--- src/rtl/egg_timer.sv ---
// Count-up egg timer: a start edge arms a run that ticks every TICK_DIV cycles
// up to a captured terminal count, then blinks the LEDs until restarted.
module egg_timer #(
  parameter int SIZE      = 4,
  parameter int TICK_DIV  = 64,
  parameter int BLINK_DIV = 16
) (
  input  logic            clk,
  input  logic            rst,
  input  logic            start,
  input  logic [SIZE-1:0] max,
  output logic [SIZE-1:0] led
);

  localparam int TW = (TICK_DIV > 1) ? $clog2(TICK_DIV) : 1;
  localparam int BW = (BLINK_DIV > 1) ? $clog2(BLINK_DIV) : 1;
  localparam logic [TW-1:0] TICK_LAST  = TW'(TICK_DIV - 1);
  localparam logic [BW-1:0] BLINK_LAST = BW'(BLINK_DIV - 1);

  typedef enum logic [1:0] {IDLE, RUN, ALARM} state_t;

  state_t          state, state_nx;
  logic [SIZE-1:0] count, count_nx;
  logic [SIZE-1:0] max_q, max_q_nx;
  logic [SIZE-1:0] led_nx;
  logic [TW-1:0]   presc, presc_nx;
  logic [BW-1:0]   blink_cnt, blink_nx;
  logic            phase, phase_nx;
  logic            start_q;
  logic            start_pulse;
  logic            tick;
  logic            enable;
  logic            alarm;

  assign start_pulse = start & ~start_q;
  assign enable      = (state == RUN);
  assign alarm       = (state == ALARM);
  assign tick        = enable && (presc == TICK_LAST);

  always_ff @(posedge clk) begin
    if (rst) begin
      state     <= IDLE;
      count     <= '0;
      max_q     <= '0;
      presc     <= '0;
      blink_cnt <= '0;
      phase     <= 1'b0;
      led       <= '0;
      start_q   <= 1'b0;
    end else begin
      state     <= state_nx;
      count     <= count_nx;
      max_q     <= max_q_nx;
      presc     <= presc_nx;
      blink_cnt <= blink_nx;
      phase     <= phase_nx;
      led       <= led_nx;
      start_q   <= start;
    end
  end

  always_comb begin
    state_nx = state;
    count_nx = count;
    max_q_nx = max_q;
    presc_nx = presc;
    blink_nx = blink_cnt;
    phase_nx = phase;
    led_nx   = '0;

    case (state)
      RUN: begin
        led_nx = count;
        // Terminal check runs every cycle, so max_q == 0 alarms right away
        if (count == max_q) begin
          state_nx = ALARM;
          presc_nx = '0;
          blink_nx = '0;
          phase_nx = 1'b1;
        end else if (tick) begin
          presc_nx = '0;
          count_nx = count + SIZE'(1);
        end else begin
          presc_nx = presc + TW'(1);
        end
      end
      ALARM: begin
        led_nx = {SIZE{phase}};
        if (blink_cnt == BLINK_LAST) begin
          blink_nx = '0;
          phase_nx = ~phase;
        end else begin
          blink_nx = blink_cnt + BW'(1);
        end
      end
      IDLE:    led_nx = '0;
      default: state_nx = IDLE;
    endcase

    // A restart beats any tick or blink activity in the same cycle
    if (start_pulse) begin
      state_nx = RUN;
      count_nx = '0;
      presc_nx = '0;
      blink_nx = '0;
      phase_nx = 1'b0;
      max_q_nx = max;
    end
  end

endmodule

--- config.mk ---
export PLATFORM = sky130hd
export DESIGN_NAME = egg_timer
export DESIGN_NICKNAME = d
export VERILOG_FILES = /design/src/rtl/egg_timer.sv
export SDC_FILE = /design/constraint.sdc
export NUM_CORES = 1
export LEC_CHECK = 0
export CAP_MARGIN = 10
export CORE_MARGIN = 5
export CORE_UTILIZATION = 60
export CTS_BUF_LIST = sky130_fd_sc_hd__clkbuf_16
export CTS_CLUSTER_SIZE = 10
export DETAILED_ROUTE_END_ITERATION = 16
export GPL_TIMING_DRIVEN = 0
export PLACE_DENSITY = 0.93
export SLEW_MARGIN = 20
export SYNTH_ARGS = -nofsm -noshare
export SYNTH_HDL_FRONTEND = slang
export SYNTH_SLANG_ARGS = --single-unit
--- constraint.sdc ---
create_clock -name clk -period 3.6 [get_ports clk]
set_input_delay 1.08 -clock clk [delete_from_list [all_inputs] [get_ports clk]]
set_output_delay 1.08 -clock clk [all_outputs]
set_load 0.02 [all_outputs]
==> key figures <==
Global route
  • Initial antenna violation count: 0
  • First-pass GRT wire length: approximately 5700 µm
  • Vias in the first global route: between 1k and 1.5k
  • Met1 usage: between 20% and 30%
  • Total gr overflow: 0
  • Met3 usage: ~4.5%
  • Largest net degree at the start of global routing: 16
  • Global-route met2 utilization: between 30% and 40%
  • Overall routing resource usage: between 20% and 30%
  • Most used routing layer in global routing: met2

Job
  • Max Cap Violations: 0

Layout
  • Syn-to-layout area delta: 16.9%
  • Layout cell share with drive strength beyond 1: 5.03%
  • # nets final: between 150 and 200
  • Util after Layout: between 70 and 80%
  • N_diodes: 0
  • Layout Cells excl Fill: 207

Routing
  • Antenna viol nets, final: 0
  • Post-DR vias/cell: 6.54
  • DRC Markers: 0
  • TritonRoute pass-1 iters: 4
  • Drt wl/cell: 16.6 µm
  • Vias: between 1k and 1.5k
  • Number of DRC markers in iteration 0: around 120
  • Final wirelength: ~3400 µm

Power and ir drop
  • Tot Pwr: 0.000706 W
  • Clock power frac: between 40% and 50%
  • Power per Cell Area: ~440 nW/µm²
  • Lkg Pwr: 0.561 nW
  • Switching Share: 22.9%
  • Internal power: 0.000544 W
  • Seq pwr share: 42.5%
  • Combinational Power Share: a little under an eighth
  • Sw Pwr: ~0.00016 W
  • Largest vdd supply drop: slightly below 0.4 mV

Logic synthesis
  • Netlist Area Pre-Place: between 1000 and 1500 µm²
  • Synthesized area per cell: ~8.2 µm²
  • EDFF count, synth: 0
  • Post-synth ARST share: 0%
  • Dominant synthesized flop cell: dfxtp_1
  • Mapped Cells: approximately 170
  • Flops & latches, synth: 26
  • Distinct cells, synth: 36
  • Synthesis Warnings: 0
  • Sequential share of the synthesized area: between 30% and 40%
  • Mapped Nets: about 180

Worst setup path
  • R2r worst-path depth: 6
  • Critical-path cell list: clkdlybuf4s50_1 -> nand2b_1 -> nand2b_1 -> clkbuf_1 -> a21oi_1
  • Most frequent CP cell: nand2b_1
  • Crit-path slowest cell: clkdlybuf4s50_1
  • Crit path arrival time: approximately 2600 ps
  • Crit-path leading delay family: buffers and inverters
  • CP Class: in -> reg
  • Startpoint Class: input pin
  • Slowest stage delay, CP: 480 ps
  • Crit path depth: 5
  • R2R Setup Slk: 1780 ps
  • Worst EP required: 3720 ps
  • Buf/Inv on CP: 2
  • CP Max Fanout: 10
  • Worst setup EP type: flip-flop

Clocking
  • CTS buffer count: 3
  • CTS Hold Bufs: 0
  • CTS root buffer: clkbuf_16
  • CTS Sinks: 26
  • CTS tree: built
  • CTS Buffer Depth: 2
  • Later-pin clock latency in the skew report: roughly 260 ps
  • PostCTS Resize Cnt: 0
  • Post-CTS Setup Inserts: 0
  • Clk slew on worst S/H paths: 60 ps
  • Max H-tree Level: 1

Die
  • Num ports: 11
  • Die Wd: just under 60 µm
  • Die ar.: around 3300 µm²
  • Row count: 17
  • Die Span Y: 57.7 µm
  • Core area: ~2200 µm²
  • Initial Util: just over 60%

Timing
  • Crit path time final: 2430 ps
  • Fmax: 411 MHz
  • Worst Skew: approximately 3 ps
  • Min Hold Slack: between 400 and 500 ps
  • Setup TNS: 0 ps
  • Slew @ Worst Pin: slightly above 600 ps
  • Pins Over Slew Limit: 0
  • Slew HR: 58.2%
  • Fin crit share: 67.6%
  • Final setup vio count: 0
  • RSZ-0062 raised after global routing: no
  • Final hold viol count: 0

Placed design
  • Hpwl dp: roughly 2400 µm
  • Routability cong.: approximately 0.83
  • # port buffers: 9
  • Placed Cells: 203

Hold path
  • Hold WC Path Type: reg -> reg
  • Hold Path Depth: 2

Status
  • Outcome: completed
layout make-up:
class,count,area [µm²]
Buffer,11,50.0
Clock buffer,3,75.1
Clock inverter,1,30.0
Fill cell,155,597
Inverter,3,11.3
Multi-Input combinational cell,126,782
Sequential cell,26,520
Tap cell,28,35.0
Timing Repair Buffer,9,90.1
per-layer routing:
metal	share of wire (%)	routed length [µm]	vias to the layer above
met5	0	0	-
li1	-	-	635
met3	7.0	241	19
met1	38	1320	624
met2	50	1720	76
met4	4.6	158	0
cell families (layout without fill, tap and decap cells):
logic type | after synthesis | after routing | synth area share (%)
AND/OR/NAND/NOR | 77 | 77 | 31.5
XOR/XNOR | 4 | 4 | 2.57
adder cells (fa/ha/maj) | 6 | 6 | 5.50
flip-flops | 26 | 26 | 38.2
buffers and inverters | 14 | 27 | 4.49
multiplexers | 1 | 1 | 0.734
AO/OA/AOI/OAI | 38 | 38 | 17.1
cells in the mapped netlist (2+ instances only):
library cell,instances,area (µm²)
a21o_1,2,15.0
a21oi_1,19,95.1
a31oi_1,6,37.5
clkbuf_1,9,33.8
dfxtp_1,26,521
ha_1,6,75.1
inv_1,3,11.3
nand2_1,17,63.8
nand2b_1,8,50.1
nand3_1,12,60.1
nand3b_1,3,22.5
nand4_1,7,43.8
nand4b_1,3,26.3
nor2_1,8,30.0
nor2b_1,4,25.0
nor3_1,4,20.0
o21ai_0,2,10.0
o31ai_1,3,22.5
or4_1,4,30.0
xnor2_1,4,35.0
power by group through the flow:
stage / sequential, W / clock (W) / combinational, W
6_report: 0.000300 / 0.000324 / 0.0000820
5_1_grt: 0.000301 / 0.000337 / 0.0000899
4_1_cts: 0.000300 / 0.000324 / 0.0000797
3_5_place_dp: 0.000306 / 0 / 0.0000786
3_3_place_gp: 0.000306 / 0 / 0.0000747
2_1_floorplan: 0.000305 / 0 / 0.0000552
sequential cells by signal, indices dropped and copies added (netlist names):
signal	count
phase	1
max_q	4
blink_cnt	4
state	2
start_q	1
presc	6
led	4
count	4
cell usage in the layout (no fill, tap or decap), types with 2 or more instances in the layout:
cell type        instances
a21o_1                   2
a21oi_1                 19
a31oi_1                  6
clkbuf_1                 9
clkbuf_16                3
clkdlybuf4s50_1          9
dfxtp_1                 26
ha_1                     6
inv_1                    3
nand2_1                 17
nand2b_1                 8
nand3_1                 12
nand3b_1                 3
nand4_1                  7
nand4b_1                 3
nor2_1                   8
nor2b_1                  4
nor3_1                   4
o21ai_0                  2
o31ai_1                  3
or4_1                    4
xnor2_1                  4
worst paths after layout:
check,start,to
worst max-delay path,start,count[0]
worst min register to register,max_q[0],max_q[0]
worst min-delay path,max_q[0],max_q[0]
worst max register to register,presc[0],count[3]
tightest hold or removal path, cell delays in order (launching register included):
cell and delay (ps):
dfxtp_1 320, nand2_1 60, a21oi_1 50
per-stage QoR:
step / setup slack, ps / area [µm²]
floorplan: 1520 / 1360
global placement: 1040 / 1490
detailed placement: 969 / 1490
CTS: 1220 / 1590
global route: 1100 / 1590
finish: 1170 / 1590
Power figures use the tool's default switching activity.
